==> config.mk <==
export PLATFORM = sky130hd
export DESIGN_NAME = aes_round_ctrl
export DESIGN_NICKNAME = d
export VERILOG_FILES = /design/src/rtl/aes_round_ctrl.sv
export SDC_FILE = /design/constraint.sdc
export NUM_CORES = 1
export LEC_CHECK = 0
export CAP_MARGIN = 0
export CORE_AREA = 3 3 251 253
export CTS_BUF_LIST = sky130_fd_sc_hd__clkbuf_4 sky130_fd_sc_hd__clkbuf_8
export DETAILED_ROUTE_END_ITERATION = 12
export DIE_AREA = 0 0 254 256
export GPL_ROUTABILITY_DRIVEN = 0
export HOLD_SLACK_MARGIN = 0.05
export PLACE_DENSITY_LB_ADDON = 0.25
export REMOVE_ABC_BUFFERS = 1
export SYNTH_ARGS = -nofsm -noshare
export SYNTH_HDL_FRONTEND = slang
export SYNTH_SLANG_ARGS = --single-unit
==> constraint.sdc <==
create_clock -name clk_i -period 2.4 [get_ports clk_i]
set_input_delay 0.48 -clock clk_i [delete_from_list [all_inputs] [get_ports clk_i]]
set_output_delay 0.48 -clock clk_i [all_outputs]
set_load 0.02 [all_outputs]
==> src/rtl/aes_round_ctrl.sv <==
// Iterative AES encryption round sequencer: loads a plaintext block, steps the
// shared round datapath once per cycle with AddRoundKey applied here, and returns the ciphertext.
module aes_round_ctrl #(
    parameter int unsigned NR = 10
) (
    input  logic         clk_i,
    input  logic         rst_ni,
    input  logic         flush_i,
    input  logic         in_valid_i,
    output logic         in_ready_o,
    input  logic [127:0] data_i,
    output logic         out_valid_o,
    input  logic         out_ready_i,
    output logic [127:0] data_o,
    output logic [3:0]   rk_idx_o,
    input  logic [127:0] rk_i,
    output logic [127:0] rnd_state_o,
    output logic         rnd_last_o,
    input  logic [127:0] rnd_result_i
);

    // Handshakes: a transfer happens on a rising edge where valid and ready are
    // both high. Ready/valid are decoded from the FSM state alone, so they never
    // depend combinationally on the partner's valid/ready.
    typedef enum logic [1:0] {
        IDLE  = 2'd0,
        ROUND = 2'd1,
        DONE  = 2'd2
    } state_t;

    localparam logic [3:0] LAST_RND = 4'(NR);

    state_t       state_q, state_d;
    logic [127:0] st_q, st_d;
    logic [3:0]   rnd_q, rnd_d;

    always_ff @(posedge clk_i or negedge rst_ni) begin
        if (!rst_ni) begin
            state_q <= IDLE;
            st_q    <= '0;
            rnd_q   <= '0;
        end else begin
            state_q <= state_d;
            st_q    <= st_d;
            rnd_q   <= rnd_d;
        end
    end

    always_comb begin
        state_d     = state_q;
        st_d        = st_q;
        rnd_d       = rnd_q;
        in_ready_o  = (state_q == IDLE);
        out_valid_o = (state_q == DONE);
        data_o      = (state_q == DONE) ? st_q : '0;
        rk_idx_o    = (state_q == ROUND) ? rnd_q : 4'd0;
        rnd_last_o  = (state_q == ROUND) && (rnd_q == LAST_RND);
        rnd_state_o = st_q;

        // Flush overrides any accept, round step or output handshake.
        if (flush_i) begin
            state_d = IDLE;
            st_d    = '0;
            rnd_d   = '0;
        end else begin
            case (state_q)
                IDLE: begin
                    if (in_valid_i) begin
                        st_d    = data_i ^ rk_i;
                        rnd_d   = 4'd1;
                        state_d = ROUND;
                    end
                end
                ROUND: begin
                    st_d = rnd_result_i ^ rk_i;
                    // Terminal compare keeps the counter from ever wrapping.
                    if (rnd_q == LAST_RND) begin
                        state_d = DONE;
                    end else begin
                        rnd_d = rnd_q + 4'd1;
                    end
                end
                DONE: begin
                    if (out_ready_i) begin
                        state_d = IDLE;
                        rnd_d   = '0;
                    end
                end
                default: begin
                    state_d = IDLE;
                    st_d    = '0;
                    rnd_d   = '0;
                end
            endcase
        end
    end

endmodule

==> results.cfg, run 1 <==
[worst_setup_path]
r2r-end = rnd_state_o[80]$_DFFE_PN0P_
cp.required_ps = 1920
end_kind = primary output
start_kind = flip-flop
r2r_slack_ps = 330
cp.arrival_ps = 1860
rr_worst_depth = 7
crit_type = flip-flop to primary output
r2r-start = state_q[0]$_DFFE_PN0P_
crit_path_start = state_q[0]$_DFFE_PN0P_
crit_path_max_fanout = 8

[die]
fp.dieW_um = 254
die_area_sq_um = 65020
rows = 91
design.portCount = 652
fp.dieH_um = 256
initial_core_util_pct = 13.43
core_sq_um = 61260

[cts]
clock-sinks = 134
clk_latency_ps = 520
cts_root_buf = clkbuf_8
cts_buffer_depth = 2
cts_htree_levels = 4
cts_buffers = 17
clk_pin_slew_ps = 90
tritoncts = built

[grt]
grt_usage_pct = 11.97
grt_max_degree = 68
grt_pass1_wl_mm = 57.84
first_global_vias = 9113
antenna_found_initial = 3
grt_overflow = 0

[synth]
synth_top_cell_by_area = dfrtp_1
netlist-cell-type-count = 26
synth_warnings = 0
synth-edff-count = 0
synth_top_cell_area_share_pct = 40.75
ys_top_cells_by_area = dfrtp_1 41%, mux2i_1 16%, xnor2_1 14%
synthArstFlopShare_pct = 100.0
synth_seq_area_share_pct = 40.75
synthFlopType = dfrtp_1
ys_ff_latch = 134
syn_inst = 743
synth.cell_area_sq_um = 8229
synth_area_per_cell_sq_um = 11.08

[sta]
timing.hold.ws_ps = 517.1
post-route-min-period_ps = 2342
final_hold_viol_count = 0
rsz0062_at_grt = true
setup_violations = 0
worst_slack_ps = 57.77
finalMaxSlewViolations = 0
fmax_mhz = 426.9
slew_headroom_pct = 61.69
fin_worst_skew_ps = 15.51
worst_pin_slew_ps = 574.6
period_share_pct = 97.59

[route]
drt_pass1_iterations = 5
drtIter0Drc = 266
ant_nets = 0
drcViolationCount = 0
vias_per_cell = 3.728
routed_wl_mm = 41.43
routedWlPerCell_um = 18.78
vias = 8223

[placed_design]
place_ws_ps = 212.2
dp_hpwl_mm = 31.05
port_buffers = 651

[layout]
final_common_cell = clkdlybuf4s50_1
area_growth_pct = 94.22
drive_above_1_share_pct = 15.62
final_cell_mix = 515 x clkdlybuf4s50_1, 134 x dfrtp_1, 130 x xnor2_1
nets = 1793

[status]
status = complete, no violations

[worst_hold_path]
hold_class = primary input to async pin

[power]
cellPowerDensity_nw_per_um2 = 457.1
peakVddDrop_mv = 0.3155
p_leak_nw = 6.853

[run]
drv_cap = 0
cells in the mapped netlist (2+ instances only):
| library cell | number |
|---|---|
| mux2i_1 | 129 |
| xnor2_1 | 130 |
| and2_1 | 130 |
| buf_2 | 16 |
| dfrtp_1 | 134 |
| nand3_1 | 2 |
| clkbuf_1 | 28 |
| a21oi_1 | 3 |
| nor3_1 | 2 |
| ha_1 | 2 |
| buf_6 | 11 |
| inv_1 | 4 |
| buf_1 | 3 |
| nor2_1 | 7 |
| a22o_1 | 128 |
| nand2_1 | 4 |
registers in the layout, indices dropped and copies added, names as in the netlist:
register,flops
rnd_q,4
rnd_state_o,128
state_q,2
where the power goes:
part           internal [mW]  leakage (nW)  total [mW]  switching, mW
Clock                   1.17         0.221        2.18           1.02
Combinational           1.43          4.87        2.41          0.987
Sequential              2.47          1.76        2.71          0.234
Total                   5.07          6.85        7.31           2.24
critical path, stage by stage, from the launching register on:
cell and delay [ps]:
dfrtp_1 420, nor2_4 220, buf_8 190, clkbuf_16 190
and2_1 130, buf_2 170
metal layers:
metal	up-vias	routed length, um	track usage [%]
met5	-	0	0
met1	3887	15940	12.65
met4	0	716	3.616
li1	3930	-	-
met3	35	2809	3.607
met2	371	21970	22.56
per-stage QoR:
| step | cell area (sq um) | TNS (ps) | std cells | power (mW) | util, % |
|---|---|---|---|---|---|
| after floorplan | 7909 | -1231100 | 685 | 3.811 | - |
| after global placement | 15800 | 0 | 2157 | 5.200 | 25.79 |
| after detailed placement | 15800 | 0 | 2157 | 5.200 | 25.79 |
| after CTS | 16150 | -7760 | 2198 | 7.504 | 26.36 |
| after global routing | 15980 | -2241 | 2206 | 7.749 | 26.09 |
| final | 15980 | 0 | 2206 | 7.306 | 26.09 |
how the worst max path moves through the flow:
stage                                  endpoint  slack (ps)  depth (start not counted)
global route                        data_o[107]        -100                          5
detailed placement                   data_o[94]         210                          5
CTS                                  data_o[71]        -360                          6
finish                              data_o[107]          60                          5
floorplan           rnd_state_o[85]$_DFFE_PN0P_       -7510                          4
global placement                     data_o[14]         220                          5
logic make-up (layout without fill, tap and decap cells):
logic type	Yosys count	after routing	synth area share [%]
simple gates	149	149	10.93
compound gates	137	137	14.41
flops	134	134	40.75
xor+xnor	130	130	13.84
mux	129	129	15.69
buf+inv	62	734	4.075
fa+ha+maj	2	2	0.3040
other cells	0	1	0
final cells by class:
cell class | instances | area (sq um)
fillers | 6554 | 45270
repair buffers | 698 | 6614
multi-input cells | 547 | 4576
flip-flops and latches | 134 | 3353
well taps | 790 | 988.4
clock buffers | 20 | 256.5
clock inverters | 12 | 177.7
inverters | 4 | 15.01
diodes | 1 | 2.502
repair_timing:
item,CTS,global route
endpoints found under the hold margin,43,0
gates resized for setup,400,159
setup endpoints to repair,135,114
setup buffers,5,1
gates cloned,3,6
pin swaps,0,2
hold buffers,1,0
Power figures use the tool's default switching activity.
==> run 2, diff against run 1 <==
--- a/config.mk
+++ b/config.mk
@@ -5,14 +5,14 @@
 export SDC_FILE = /design/constraint.sdc
 export NUM_CORES = 1
 export LEC_CHECK = 0
-export CAP_MARGIN = 0
+export CAP_MARGIN = 5
 export CORE_AREA = 3 3 251 253
 export CTS_BUF_LIST = sky130_fd_sc_hd__clkbuf_4 sky130_fd_sc_hd__clkbuf_8
 export DETAILED_ROUTE_END_ITERATION = 12
 export DIE_AREA = 0 0 254 256
 export GPL_ROUTABILITY_DRIVEN = 0
 export HOLD_SLACK_MARGIN = 0.05
-export PLACE_DENSITY_LB_ADDON = 0.25
+export PLACE_DENSITY = 0.42
 export REMOVE_ABC_BUFFERS = 1
 export SYNTH_ARGS = -nofsm -noshare
 export SYNTH_HDL_FRONTEND = slang
==> run 2 against run 1 <==
- die area unchanged
- sequential cell count did not move
- combinational power hardly changed
- setup slack got worse by 21 ps
- critical path depth is 3 higher
==> results.cfg, run 2 (synthesis gave the netlist of run 1 again) <==
[worst_setup_path]
crit_family = buffers and inverters
r2r_slack_ps = 190
cp.required_ps = 1920
crit_buf_inv = 6
crit_path_start = state_q[1]$_DFFE_PN0P_
cp.arrival_ps = 1880
crit_top_cell = buf_12
r2r-start = state_q[0]$_DFFE_PN0P_
end_kind = primary output
slowest_stage = dfrtp_1
slowest_delay_ps = 370
path_cells = inv_2 -> nor2_4 -> buf_12 -> buf_12 -> buf_16 -> buf_8 -> and2_4 -> buf_6
crit_path_max_fanout = 8
start_kind = flip-flop
crit_type = flip-flop to primary output

[placed_design]
dp_hpwl_mm = 32.51
dpl.cell_count = 2152
port_buffers = 651

[status]
status = complete, no violations

[cts]
cts_root_buf = clkbuf_8
clock-sinks = 134
tritoncts = built
cts_buffers = 17
clk_pin_slew_ps = 70
clk_latency_ps = 520
cts_htree_levels = 4
cts_buffer_depth = 2

[route]
vias = 8256
routedWlPerCell_um = 19.75
drtIter0Drc = 278
routed_wl_mm = 43.60
vias_per_cell = 3.739
drt_pass1_iterations = 4
ant_nets = 0
drcViolationCount = 0

[sta]
period_share_pct = 98.47
finalMaxSlewViolations = 0
fmax_mhz = 423.1
final_hold_viol_count = 0
slew_headroom_pct = 62.37
setup_violations = 0
post-route-min-period_ps = 2363
worst_pin_slew_ps = 564.5
fin_worst_skew_ps = 19.43
rsz0062_at_grt = true

[layout]
area_growth_pct = 96.85
largest_reg_flops = 128
n_fill_cell = 6540
nets = 1795
final_common_cell = clkdlybuf4s50_1
final_cell_mix = 515 x clkdlybuf4s50_1, 133 x dfrtp_1, 130 x xnor2_1
final_util_pct = 26.45
drive_above_1_share_pct = 15.81
layoutNonFillerInstCount = 2208

[power]
total_power_mw = 7.348
cellPowerDensity_nw_per_um2 = 453.6
peakVddDrop_mv = 0.2710
p_leak_nw = 6.914

[grt]
first_global_vias = 9112
grt_usage_pct = 12.99
grt_pass1_wl_mm = 61.92
grt_max_degree = 71
antenna_found_initial = 3
grt_overflow = 0

[die]
rows = 91
fp.dieW_um = 254
fp.dieH_um = 256
die_area_sq_um = 65020
initial_core_util_pct = 13.43
design.portCount = 652
core_sq_um = 61260

[run]
drv_cap = 0

[worst_hold_path]
hold_class = primary input to async pin
## run 2: path summary, 6_finish.rpt
kind | endpoint | cells after the start
worst max-delay path | data_o[63] | 8
worst min register to register | rnd_state_o[121]$_DFFE_PN0P_ | 1
worst max register to register | rnd_state_o[41]$_DFFE_PN0P_ | 8
worst min-delay path | rnd_state_o[76]$_DFFE_PN0P_ | 2
max in group asynchronous | rnd_state_o[121]$_DFFE_PN0P_ | 3
min in group clk_i | rnd_state_o[121]$_DFFE_PN0P_ | 1
## run 2: what timing repair did
action	4_1_cts	5_1_grt
hold buffers	1	0
endpoints found under the hold margin	42	0
gates resized for setup	566	35
cloned	8	4
endpoints found under the setup margin	136	67
buffers inserted	9	2
pin swaps	2	1
## run 2: through the flow
stage | area (sq um) | setup TNS [ps] | hold slack (ps) | setup WS [ps]
2_1_floorplan | 7909 | -1231100 | 184.4 | -7507
3_3_place_gp | 15780 | 0 | 494.8 | 174.3
3_5_place_dp | 15780 | 0 | 501.3 | 167.6
4_1_cts | 16010 | -232.6 | 449.5 | -80.06
5_1_grt | 16200 | -379.3 | 512.4 | -70.32
6_report | 16200 | 0 | 518.4 | 36.71
## run 2: metal layers
layer,global-route usage [%],part of all wire (%)
met1,14.40,39
met2,24.49,54
met3,3.048,6.0
met4,3.568,1.3
met5,0,0
## run 2: power breakdown
| part | switching, mW | internal, mW |
|---|---|---|
| combinational | 0.992 | 1.42 |
| sequential | 0.243 | 2.47 |
| clock | 1.02 | 1.20 |
| total | 2.25 | 5.09 |
## run 2: area by class of cell
| cell class | instances | area (sq um) | area share, % |
|---|---|---|---|
| clock inverters | 11 | 175.2 | 1.081 |
| repair buffers | 700 | 6813 | 42.06 |
| well taps | 790 | 988.4 | 6.102 |
| clock buffers | 21 | 270.3 | 1.668 |
| inverters | 4 | 15.01 | 0.09269 |
| multi-input cells | 547 | 4581 | 28.28 |
| flip-flops and latches | 134 | 3354 | 20.71 |
| diodes | 1 | 2.502 | 0.01545 |
==> RTL change: new RTL, config.mk and constraints of run 1 <==
Re-encode `state_t` (3 states) as one-hot, 3 bits wide.
--- a/src/rtl/aes_round_ctrl.sv
+++ b/src/rtl/aes_round_ctrl.sv
@@ -22,10 +22,10 @@
     // Handshakes: a transfer happens on a rising edge where valid and ready are
     // both high. Ready/valid are decoded from the FSM state alone, so they never
     // depend combinationally on the partner's valid/ready.
-    typedef enum logic [1:0] {
-        IDLE  = 2'd0,
-        ROUND = 2'd1,
-        DONE  = 2'd2
+    typedef enum logic [2:0] {
+        IDLE  = 3'b001,
+        ROUND = 3'b010,
+        DONE  = 3'b100
     } state_t;
 
     localparam logic [3:0] LAST_RND = 4'(NR);
Behaviour: same outputs for any inputs over 4 cycles, from zero or initial values and one cycle with rst_ni low; so few cycles prove little.
==> RTL change against run 1 <==
  * The run now ends with setup timing left
  * Clock skew shrank 6.1 ps
  * Via count is essentially flat
  * Worst setup slack lost 170 ps
  * Routed wire length shrank 5.3%
  * Sequential cell count grew 1
  * Cell area grew 0.65%
  * Synthesized cell count grew 1.1%
  * Non-clock buffer count is the same
  * Area after synthesis grew 1.7%
  * Largest cell class unchanged
  * Core utilization grew 0.17 points
  * Total power shrank 7.0%
==> RTL change: results (changes against run 1) <==
RUN STATUS
-----------------------------------------------------------------------------
Status                                                           finished with violations
Violations in the final reports                                  setup timing

LOGIC SYNTHESIS
-----------------------------------------------------------------------------
Portion of the post-synthesis area used by sequential elements          0.404   -0.00368
Main area contributors after synthesis                           dfrtp_1, mux2i_1, a22o_1, xnor2_1, and2_1
Leading cell types by count after synthesis                      dfrtp_1, and2_1, a22o_1
Synth unique cells                                                         34   +31%

WORST SETUP PATH
-----------------------------------------------------------------------------
Crit Reg-Reg Endpoint                                            rnd_state_o[35]
Crit path from                                                     state_q[0]
Top fanout value on the critical path                                      66   +58
Worst EP arrival                                                      2040 ps   +180 ps
Length in cells of the worst reg-to-reg path                                8   +1
Register-to-Register Setup Slack                                       180 ps   -150 ps

GLOBAL ROUTING
-----------------------------------------------------------------------------
Via count of the first global-routing pass                               8882   -2.5%
Maximum number of pins on one net before global-route repair               67   -1.5%
Wire length of the first global-routing pass                          56.9 mm   -1.6%
Antenna violations before repair                                            2   -1
Overall routing resource usage                                          0.117   -0.00270

TIMING
-----------------------------------------------------------------------------
Max_slew headroom                                                       0.599   -0.0176
Finish-stage setup viols                                                   73   +73
Accumulated negative setup slack                                     -3110 ps   -3110 ps
Largest clock skew in the final design                                9.41 ps   -6.10 ps
Worst setup slack after layout                                        -117 ps   -174 ps

DRT
-----------------------------------------------------------------------------
Total length of routed wires                                          39.2 mm   -5.3%
Avg Vias per Cell                                                        3.72   -0.23%
Iter 0 DRT Violations                                                     206   -23%
First drt pass iteration count                                              4   -1
DR WL/cell                                                       17.7 microns   -5.6%

POWER AND IR DROP
-----------------------------------------------------------------------------
P_sw                                                                  1940 uW   -13%
Peak ir drop on the vdd network                                      0.262 mV   -17%
Leak pwr                                                           0.00648 uW   -5.4%

PLACEMENT
-----------------------------------------------------------------------------
Placed Instance Area                                              15900 sq um   +0.83%
Instance count after placement with tap cells included                   2170   +0.60%

FINAL LAYOUT
-----------------------------------------------------------------------------
Final-stage net count                                                    1801   +0.45%
Layout cells sized above 1                                              0.158   +0.00134

CLOCK NETWORK
-----------------------------------------------------------------------------
Clock insertion delay at the later pin of the skew report              510 ps

-- RTL change: how the worst min path moves through the flow --
stage	from	endpoint	slack, ps
floorplan	rst_ni	rnd_q[0]	180
global placement	rst_ni	rnd_state_o[15]	410
detailed placement	rst_ni	rnd_state_o[75]	400
CTS	rst_ni	rnd_state_o[15]	350
global route	rst_ni	rnd_state_o[107]	390
finish	rst_ni	rnd_state_o[101]	430
-- RTL change: kinds of logic (layout without fill, tap and decap cells) --
logic type | count (synthesis) | after routing | share of synthesized area
DFF | 135 | 135 | 0.404
xor gates and xnor gates | 129 | 129 | 0.135
muxes | 128 | 128 | 0.153
adders and majority gates | 2 | 2 | 0.00299
and+or+nand+nor | 156 | 156 | 0.116
other | 0 | 1 | 0
AOI/OAI and AO/OA | 140 | 140 | 0.144
buffers and inverters | 61 | 732 | 0.0454
-- RTL change: repair_timing --
action,CTS,global route
pin swaps,5,1
hold buffers,1,0
cloned,0,3
endpoints found under the setup margin,135,135
buffers inserted,0,7
endpoints found under the hold margin,28,0
resized for setup,446,97
-- RTL change: area by class of cell --
| cell class | count | area [sq um] |
|---|---|---|
| fillers | 6562 | 45200 |
| repair buffers | 698 | 6610 |
| multi-input cells | 555 | 4650 |
| flip-flops and latches | 135 | 3380 |
| well taps | 790 | 988 |
| clock buffers | 20 | 275 |
| clock inverters | 11 | 170 |
| inverters | 3 | 13.8 |
| diodes | 1 | 2.50 |
-- RTL change: per-stage QoR --
stage               total power, uW  setup slack (ps)
floorplan                      3400             -6420
global placement               4660               131
detailed placement             4660               125
CTS                            6990              -216
global route                   7210              -266
finish                         6800              -117
-- RTL change: per-layer routing --
layer / vias to the layer above / global-route usage / wire [microns] / part of all wire
met4: 0 / 0.0350 / 591 / 0.015
met1: 3909 / 0.125 / 15100 / 0.38
met2: 338 / 0.219 / 20900 / 0.53
met3: 28 / 0.0351 / 2710 / 0.069
li1: 3955 / - / - / -
met5: - / 0 / 0 / 0
-- RTL change: critical path: stages (launching register included) --
cell,delay (ps)
dfstp_2,540
inv_2,40
nand3b_1,150
inv_4,90
buf_12,170
and2_1,210
clkdlybuf4s15_2,240
-- RTL change: power by group through the flow --
stage          Sequential, uW  Clock, uW  Combinational (uW)
2_1_floorplan            2770          0                 624
3_3_place_gp             2650          0                2010
3_5_place_dp             2650          0                2010
4_1_cts                  2610       2360                2020
5_1_grt                  2630       2440                2140
6_report                 2600       2200                1990
